<file path="config.mk">
export PLATFORM = sky130hd
export DESIGN_NAME = stereolbm_frame_scheduler
export DESIGN_NICKNAME = d
export VERILOG_FILES = /design/src/rtl/stereolbm_sched_pkg.sv /design/src/rtl/stereolbm_sched_watchdog.sv /design/src/rtl/stereolbm_frame_scheduler.sv
export SDC_FILE = /design/constraint.sdc
export NUM_CORES = 1
export LEC_CHECK = 0
export ABC_AREA = 1
export CAP_MARGIN = 20
export CORE_UTILIZATION = 39
export CTS_BUF_LIST = sky130_fd_sc_hd__clkbuf_8
export DETAILED_ROUTE_END_ITERATION = 8
export PLACE_DENSITY_LB_ADDON = 0.12
export SLEW_MARGIN = 20
export SYNTH_ARGS = -nofsm -noshare
export SYNTH_HDL_FRONTEND = slang
export SYNTH_SLANG_ARGS = --single-unit
</file>
<file path="constraint.sdc">
create_clock -name ap_clk -period 5.5 [get_ports ap_clk]
set_input_delay 0.55 -clock ap_clk [delete_from_list [all_inputs] [get_ports ap_clk]]
set_output_delay 0.55 -clock ap_clk [all_outputs]
set_load 0.03 [all_outputs]
</file>
<file path="src/rtl/stereolbm_sched_pkg.sv">
// Shared types and defaults for the stereo LBM frame scheduler.
package stereolbm_sched_pkg;

    localparam int unsigned CNT16_W           = 16;
    localparam int unsigned DEF_FRAME_TIMEOUT = 2000000;
    localparam int unsigned DEF_BLOCK_FILTER  = 16;
    localparam int unsigned DEF_RST_CYCLES    = 8;

    typedef enum logic [2:0] {
        ST_IDLE,
        ST_START,
        ST_RUN,
        ST_FLUSH,
        ST_WAIT_IDLE
    } sched_state_t;

endpackage

</file>
<file path="src/rtl/stereolbm_sched_watchdog.sv">
// Frame timeout and filtered deadlock detection; trip is combinational and
// suppressed whenever core_ap_done is seen in the same cycle.
module stereolbm_sched_watchdog
    import stereolbm_sched_pkg::*;
#(
    parameter int unsigned FRAME_TIMEOUT = DEF_FRAME_TIMEOUT,
    parameter int unsigned BLOCK_FILTER  = DEF_BLOCK_FILTER,
    parameter int unsigned CNT_W         = 32
) (
    input  logic ap_clk,
    input  logic ap_rst_n,
    input  logic i_run,
    input  logic i_deadlock_block,
    input  logic i_core_ap_done,
    output logic o_trip
);

    localparam int unsigned BLK_W = (BLOCK_FILTER > 1) ? $clog2(BLOCK_FILTER) : 1;
    localparam logic [BLK_W-1:0] BLK_MAX = BLK_W'(BLOCK_FILTER - 1);

    logic [CNT_W-1:0] r_wd_cnt;
    logic [BLK_W-1:0] r_blk_cnt;
    logic             w_timeout;
    logic             w_blocked;

    always_ff @(posedge ap_clk or negedge ap_rst_n) begin
        if (!ap_rst_n) begin
            r_wd_cnt  <= '0;
            r_blk_cnt <= '0;
        end else if (!i_run) begin
            r_wd_cnt  <= '0;
            r_blk_cnt <= '0;
        end else begin
            r_wd_cnt <= r_wd_cnt + 1'b1;
            // Saturating: the trip leaves START/RUN before it could wrap.
            if (!i_deadlock_block)
                r_blk_cnt <= '0;
            else if (r_blk_cnt != BLK_MAX)
                r_blk_cnt <= r_blk_cnt + 1'b1;
        end
    end

    assign w_timeout = (r_wd_cnt == CNT_W'(FRAME_TIMEOUT - 1));
    assign w_blocked = i_deadlock_block && (r_blk_cnt == BLK_MAX);
    assign o_trip    = i_run && !i_core_ap_done && (w_timeout || w_blocked);

endmodule

</file>
<file path="src/rtl/stereolbm_frame_scheduler.sv">
// Per-frame ap_start/ap_done sequencer for the stereo LBM core.
// Watchdog, soft-reset flush and idle wait built only with STEREOLBM_SCHED_WATCHDOG_EN.
module stereolbm_frame_scheduler
    import stereolbm_sched_pkg::*;
#(
    parameter int unsigned FRAME_TIMEOUT = DEF_FRAME_TIMEOUT,
    parameter int unsigned BLOCK_FILTER  = DEF_BLOCK_FILTER,
    parameter int unsigned RST_CYCLES    = DEF_RST_CYCLES,
    parameter int unsigned CNT_W         = 32
) (
    input  logic               ap_clk,
    input  logic               ap_rst_n,
    input  logic               enable,
    input  logic               frame_req,
    output logic               core_ap_start,
    input  logic               core_ap_ready,
    input  logic               core_ap_done,
    input  logic               core_ap_idle,
    input  logic               deadlock_block,
    output logic               core_soft_rst,
    output logic               frame_done,
    output logic               frame_dropped,
    output logic               deadlock_evt,
    output logic               busy,
    output logic [CNT16_W-1:0] frame_count,
    output logic [CNT16_W-1:0] drop_count
);

    sched_state_t r_state;
    logic         r_pending;
    logic         w_run;
    logic         w_trip;
    logic         w_accept;
    logic         w_dup;
    logic [1:0]   w_drop_inc;

    assign w_run = (r_state == ST_START) || (r_state == ST_RUN);

`ifdef STEREOLBM_SCHED_WATCHDOG_EN
    logic [CNT_W-1:0] r_rst_cnt;

    stereolbm_sched_watchdog #(
        .FRAME_TIMEOUT (FRAME_TIMEOUT),
        .BLOCK_FILTER  (BLOCK_FILTER),
        .CNT_W         (CNT_W)
    ) u_watchdog (
        .ap_clk           (ap_clk),
        .ap_rst_n         (ap_rst_n),
        .i_run            (w_run),
        .i_deadlock_block (deadlock_block),
        .i_core_ap_done   (core_ap_done),
        .o_trip           (w_trip)
    );
`else
    logic w_unused;

    assign w_trip        = 1'b0;
    assign core_soft_rst = 1'b0;
    assign deadlock_evt  = 1'b0;
    assign w_unused      = deadlock_block ^ core_ap_idle ^ w_run ^ (FRAME_TIMEOUT == 0)
                         ^ (BLOCK_FILTER == 0) ^ (RST_CYCLES == 0) ^ (CNT_W == 0);
`endif

    // The pending frame is consumed when the core accepts it or when it is aborted.
    assign w_accept   = (r_state == ST_START) && (core_ap_ready || w_trip);
    assign w_dup      = frame_req && r_pending && !w_accept;
    assign w_drop_inc = {1'b0, w_dup} + {1'b0, w_trip};

    always_ff @(posedge ap_clk or negedge ap_rst_n) begin
        if (!ap_rst_n) begin
            r_state       <= ST_IDLE;
            r_pending     <= 1'b0;
            core_ap_start <= 1'b0;
            frame_done    <= 1'b0;
            frame_dropped <= 1'b0;
            busy          <= 1'b0;
            frame_count   <= '0;
            drop_count    <= '0;
`ifdef STEREOLBM_SCHED_WATCHDOG_EN
            r_rst_cnt     <= '0;
            core_soft_rst <= 1'b0;
            deadlock_evt  <= 1'b0;
`endif
        end else begin
            frame_done    <= 1'b0;
            frame_dropped <= w_dup || w_trip;
            drop_count    <= drop_count + CNT16_W'(w_drop_inc);
            r_pending     <= frame_req || (r_pending && !w_accept);
`ifdef STEREOLBM_SCHED_WATCHDOG_EN
            deadlock_evt  <= 1'b0;
            if (w_trip) begin
                r_state       <= ST_FLUSH;
                core_ap_start <= 1'b0;
                core_soft_rst <= 1'b1;
                deadlock_evt  <= 1'b1;
                r_rst_cnt     <= '0;
            end
`endif
            case (r_state)
                ST_IDLE: begin
                    if (enable && r_pending) begin
                        r_state       <= ST_START;
                        core_ap_start <= 1'b1;
                        busy          <= 1'b1;
                    end
                end
                ST_START: begin
                    // Ready together with done completes the frame in one step.
                    if (core_ap_ready && core_ap_done) begin
                        r_state       <= ST_IDLE;
                        core_ap_start <= 1'b0;
                        busy          <= 1'b0;
                        frame_done    <= 1'b1;
                        frame_count   <= frame_count + 1'b1;
                    end else if (core_ap_ready && !w_trip) begin
                        r_state       <= ST_RUN;
                        core_ap_start <= 1'b0;
                    end
                end
                ST_RUN: begin
                    if (core_ap_done) begin
                        r_state     <= ST_IDLE;
                        busy        <= 1'b0;
                        frame_done  <= 1'b1;
                        frame_count <= frame_count + 1'b1;
                    end
                end
`ifdef STEREOLBM_SCHED_WATCHDOG_EN
                ST_FLUSH: begin
                    if (r_rst_cnt == CNT_W'(RST_CYCLES - 1)) begin
                        r_state       <= ST_WAIT_IDLE;
                        core_soft_rst <= 1'b0;
                    end else begin
                        r_rst_cnt <= r_rst_cnt + 1'b1;
                    end
                end
                ST_WAIT_IDLE: begin
                    if (core_ap_idle) begin
                        r_state <= ST_IDLE;
                        busy    <= 1'b0;
                    end
                end
`endif
                default: begin
                    r_state       <= ST_IDLE;
                    core_ap_start <= 1'b0;
                    busy          <= 1'b0;
                end
            endcase
        end
    end

endmodule

</file>
==> results of run 1 <==
==> synth_stat cells <==
cell	count	area (µm²)
a21boi_0	1	7.51
a211oi_1	1	7.51
nor2_2	7	43.8
nand3_4	1	17.5
o21ai_0	12	60.1
buf_4	4	30.0
inv_2	2	7.51
xnor2_1	4	35.0
ha_1	7	87.6
nor2_4	1	11.3
nor3_1	3	15.0
xor2_1	10	87.6
inv_1	28	105
dfrtp_1	39	976
nand3b_1	6	45.0
nand3_1	11	55.1
nand2_2	3	18.8
nand2_1	81	304
conb_1	1	3.75
nor2_1	18	67.6
nand4_1	6	37.5
nand3_2	1	10.0
==> stage by stage <==
stage	setup WS, ps	instance area [µm²]	hold WS (ps)
after floorplan	3590	2040	254
after global placement	3040	2500	479
final	3340	2600	370
after CTS	3320	2600	403
after detailed placement	3000	2500	479
after global routing	3160	2600	453
==> metal layers <==
layer	wire length [µm]	share of wire
met1	1930	0.49
met2	1780	0.45
met3	142	0.036
met4	71	0.018
met5	0	0
==> worst paths after layout <==
check | start | to | slack, ps | cells past startpoint
max | core_ap_ready | drop_count[12]$_DFF_PN0_ | 3340 | 11
min | ap_rst_n | drop_count[13]$_DFF_PN0_ | 370 | 1
max reg2reg | r_state[0]$_DFFE_PN0P_ | drop_count[12]$_DFF_PN0_ | 3380 | 11
min reg2reg | r_pending$_DFF_PN0_ | r_pending$_DFF_PN0_ | 500 | 2
max in group asynchronous | ap_rst_n | frame_count[1]$_DFFE_PN0P_ | 4590 | 1
min in group ap_clk | r_pending$_DFF_PN0_ | r_pending$_DFF_PN0_ | 500 | 2
==> area by class of cell <==
class	instances	area (µm²)	area share
Timing Repair Buffer	41	405	0.156
Inverter	30	113	0.0434
Multi-Input combinational cell	175	918	0.354
Tap cell	67	83.8	0.0323
Sequential cell	39	976	0.376
Clock buffer	7	96.3	0.0371
Clock inverter	1	3.75	0.00145
==> state kept, by name, indices dropped and copies added (netlist names) <==
name and count:
core_ap_start 1, frame_dropped 1, frame_count 16, r_pending 1, r_state 2, drop_count 16
frame_done 1, busy 1
==> kinds of logic after synthesis <==
kind of cell             synth area share
AND/OR/NAND/NOR                     0.308
flip-flops                          0.480
buffers and inverters              0.0702
AO/OA/AOI/OAI                      0.0369
XOR/XNOR                           0.0603
adder cells (fa/ha/maj)            0.0431
other                             0.00184
==> worst max-delay path: stages <==
cell and delay [ps]:
clkdlybuf4s50_1 440, nand2_1 100, nand2_1 70, nor2_1 170, ha_1 200, ha_1 200, nand3_2 120, nor2_2 150
nand2_1 130, o21ai_0 160, nand2_1 60
==> where the power goes <==
part           total (mW)  internal [mW]  switching [mW]
Clock               0.213          0.113           0.100
Sequential          0.412          0.351          0.0606
Combinational       0.470          0.172           0.297
==> run summary, run 1 <==
Final critical-path required period - 2160 ps
Hold Path Class - in -> async
CTS Sinks - 39
Port Buffer Count - 41
#FFs+latches synth - 39
Routed vias - 1659
Routed len/inst - 10.9 µm
DR pass1 iterations - 4
IR drop worst, VDD - 0.243 mV
Max-slew headroom - 0.420
Hpwl dp - 2870 µm
H-tree levels - 2
Post-Place Cells - 352
Grt met3 use - 0.0393
Fill count - 496
CP endpoint kind - register
Std cell rows - 25
Met2 track demand over resource - 0.234
Initial detailed-routing violation count - 62
Clock Skews - 7.60 ps
First-pass GRT wire length - 6460 µm
Clk slew on worst S/H paths - 70 ps
Final cell count without fillers - 360
Share of cells above drive strength 1 - 0.0785
Final nets - 307
Crit Path Max Fanout - 3
Yosys warning count - 0
Resized cells post-CTS - 0
Max Clk Rate - 0.463 GHz
Die Area - 0.00551 mm²
Final slew viol count - 0
Initial core utilization - 0.417
Sequential area share after synthesis - 0.480
Pwr dens - 421 mW/mm²
Crit path kind - in -> reg
Root buffer cell - clkbuf_8
Req. time, crit path - 5680 ps
Post-layout util - 0.532
GRT met1 Usage - 0.215
Setup TNS - 0 ps
Hold buffer count at CTS - 0
Die X-Extent - 74.2 µm
Post-synth cell types - 22
Slew of the pin with the lowest slew margin - 870 ps
Drt drc - 0
Fin. Hold Viols - 0
Status - completed
Most common cell after layout, fill and taps aside - nand2_1
Total global-route track usage - 0.157
Setup Buffers After CTS - 0
Final setup fails - 0
Wirelength, routed - 3930 µm
# diodes - 0
Pin count of the biggest net entering global routing - 40
Max-cap viol count - 0
Gr ovfl total - 0
Max clock buf depth - 2
Later-pin clock latency in the skew report - 300 ps
Inserted Clock Buffers - 5
Leading cell types in the layout, fill and taps excluded - nand2_1 (81), clkdlybuf4s50_1 (40), dfrtp_1 (39)
Routed Antenna Nets - 0
Antenna violations before repair - 0
Area of the core - 0.00488 mm²
Vias per cell - 4.61
Post-Syn Area per Cell - 8.23 µm²
Top Usage Layer GRT - met2
Die Y - 74.2 µm
LEAKAGE - 1.19 nW
Fraction of the cycle the final worst path needs - 0.393
Synth Instances - 247
Placer congestion estimate - 0.764
Final Power - 1.09 mW
Critical path arrival - 2340 ps
P&R area growth vs syn - 27.7%
RSZ-0062 raised after global routing - false
CP Launch Type - input pin
Synth Cell Area - 0.00203 mm²
CTS tree - yes
Top-Level Pins - 46
Vias in the first global route - 1436
Power figures use the tool's default switching activity.
==> run 2, diff against run 1 <==
Clock period 5.5 ns to 2.25 ns, I/O delays scaled along.
==> run 2 against run 1 <==
Compared with the run above:
- sequential share of layout area increased by 0.24 points
- count of clock-buffer cells in the layout decreased by 2
- flip-flop and latch count stayed put
- via count fell by 2.8%
- utilization fell by 0.33 points
- die area did not move
- register-to-register slack got worse by 3200 ps
- critical endpoint unchanged
- largest cell class unchanged
- highest routed layer unchanged
==> run summary, run 2 (synthesis results as in run 1) <==
Reg2reg start - r_state[1]$_DFFE_PN0P_
CP Buf/Inv Count - 1 (unchanged)
LEAKAGE - 1.18 nW (-0.43%)
Later-pin clock latency in the skew report - 290 ps (about the same)
Switching share of power - 0.427 (+0.00814)
Vias per cell - 4.48 (-2.8%)
Max Clk Rate - 0.489 GHz
Routed len/inst - 10.6 µm (-2.5%)
Share of cells above drive strength 1 - 0.0785 (unchanged)
Post-layout util - 0.529 (-0.00333)
Port Buffer Count - 41 (unchanged)
CP Launch Type - register
Initial core utilization - 0.417 (unchanged)
Slew of the pin with the lowest slew margin - 869 ps (-0.404 ps)
CP max stage cell - dfrtp_1
Inserted Clock Buffers - 5 (unchanged)
Pwr dens - 1010 mW/mm² (+140%)
Std cell rows - 25 (unchanged)
Wirelength, routed - 3830 µm (-2.5%)
Most common cell after layout, fill and taps aside - nand2_1
Final slew viol count - 0 (unchanged)
DR pass1 iterations - 4 (unchanged)
Crit path launch - r_state[1]$_DFFE_PN0P_
CTS tree - yes
Top-Level Pins - 46 (unchanged)
Root buffer cell - clkbuf_8
Leading cell types in the layout, fill and taps excluded - nand2_1 (81), clkdlybuf4s50_1 (40), dfrtp_1 (39)
Fin. Hold Viols - 0 (unchanged)
CTS Sinks - 39 (unchanged)
Clk slew on worst S/H paths - 80 ps (about the same)
P&R area growth vs syn - 26.9%
Clock network fraction of total power - 0.172 (-0.023)
RSZ-0062 raised after global routing - false
Hold Slack - 44.0 ps (-326 ps)
Status - completed
Critical path arrival - 2220 ps (-120 ps)
Worst Reg-to-Reg Cells - 12 (+1)
Final nets - 307 (unchanged)
P_int - 1.49 mW (+130%)
CP endpoint kind - register
Critical Path Most Common Cell - nand2_1
Critical path cell sequence - inv_1 -> ha_1 -> nand2_1 -> nand2_1 -> nor2_2 -> ha_1 -> ha_1 -> nand3_2 -> nor2_2 -> nand2_1 -> o21ai_0 -> nand2_1
NetSw - 1.11 mW (+140%)
Max incr delay on CP - 360 ps (-80 ps)
Final Power - 2.60 mW (+140%)
Reg-to-reg setup timing slack - 210 ps (-3170 ps)
Logic pwr share - 0.441 (+0.012)
Pin count of the biggest net entering global routing - 40 (unchanged)
Total global-route track usage - 0.153 (-0.00353)
CP top delay family - simple AND/OR/NAND/NOR gates
Setup Buffers After CTS - 0 (unchanged)
Placer congestion estimate - 0.782 (+2.3%)
Max clock buf depth - 2 (unchanged)
First-pass GRT wire length - 6380 µm (-1.2%)
Resized cells post-CTS - 0 (unchanged)
Crit path kind - reg -> reg
Placed Area - 0.00250 mm² (unchanged)
Routed Antenna Nets - 0 (unchanged)
Antenna violations before repair - 0 (unchanged)
H-tree levels - 2 (unchanged)
Die Area - 0.00551 mm² (unchanged)
Max-cap viol count - 0 (unchanged)
Routed vias - 1612 (-2.8%)
Crit Path Max Fanout - 3 (unchanged)
Setup TNS - 0 ps (unchanged)
Top Registers - drop_count (16), frame_count (16), r_state (2)
Die X-Extent - 74.2 µm (unchanged)
Die Y - 74.2 µm (unchanged)
Hold Path Class - in -> async
Fill count - 494 (-0.40%)
Gr ovfl total - 0 (unchanged)
Clock Skews - 5.08 ps (-2.52 ps)
# diodes - 0 (unchanged)
Vias in the first global route - 1430 (-0.42%)
Hold buffer count at CTS - 0 (unchanged)
IR drop worst, VDD - 0.692 mV (+190%)
Drt drc - 0 (unchanged)
Hpwl dp - 2790 µm (-2.9%)
Initial detailed-routing violation count - 97 (+56%)
Final Instance Area - 0.00258 mm² (-0.63%)
Max-slew headroom - 0.420 (about the same)
Area of the core - 0.00488 mm² (unchanged)
Final critical-path required period - 2040 ps
Fraction of the cycle the final worst path needs - 0.909
Worst r2r dst - drop_count[12]$_DFF_PN0_
Sequential Power Share - 0.387 (+0.011)
Final setup fails - 0 (unchanged)
Req. time, crit path - 2430 ps (-3250 ps)
==> run 2: cell count changes in the layout (fill, tap and decap cells not counted), sizes merged <==
cell and change:
clkinv +1, inv +1, clkbuf -2
==> run 2: power groups by stage <==
stage | Sequential (mW) | Clock (mW) | Combinational, mW
floorplan | 1.25 | 0 | 0.554
global placement | 1.02 | 0 | 1.15
detailed placement | 1.02 | 0 | 1.16
CTS | 1.01 | 0.470 | 1.16
global route | 1.03 | 0.496 | 1.26
finish | 1.00 | 0.447 | 1.15
==> run 2: layer usage <==
| layer | vias up | global-route usage | routed length [µm] |
|---|---|---|---|
| met1 | 716 | 0.215 | 1970 |
| met3 | 8 | 0.0366 | 156 |
| met4 | 0 | 0.0577 | 56 |
| met2 | 30 | 0.229 | 1640 |
| li1 | 858 | - | - |
| met5 | - | 0 | 0 |
==> run 2: worst max-delay path by stage <==
stage                          endpoint  cells past startpoint
4_1_cts        drop_count[12]$_DFF_PN0_                     11
3_5_place_dp   drop_count[12]$_DFF_PN0_                     11
5_1_grt        drop_count[14]$_DFF_PN0_                     14
3_3_place_gp   drop_count[12]$_DFF_PN0_                     11
6_report       drop_count[12]$_DFF_PN0_                     12
2_1_floorplan  drop_count[12]$_DFF_PN0_                     11
==> run 2: worst register-to-register path, delay by kind of cell, from the launching register on <==
family                     cells  cell delay [ps]
AOI/OAI and AO/OA              1              160
adders and majority gates      3              590
buffers and inverters          1               80
DFF                            1              360
and+or+nand+nor                7              750
==> run 2: final cells by class <==
cell class                      instances  area (µm²)  share of cell area
Clock buffer                            5        68.8              0.0267
Clock inverter                          3        12.5             0.00485
Inverter                               30         113              0.0436
Multi-Input combinational cell        175         921               0.357
Sequential cell                        39         976               0.378
Tap cell                               67        83.8              0.0325
Timing Repair Buffer                   41         405               0.157
==> run 2: through the flow <==
| stage | cells | setup slack, ps |
|---|---|---|
| after detailed placement | 352 | 90.7 |
| after global placement | 352 | 140 |
| final | 360 | 205 |
| after CTS | 360 | 129 |
| after floorplan | 248 | 341 |
| after global routing | 360 | 14.8 |
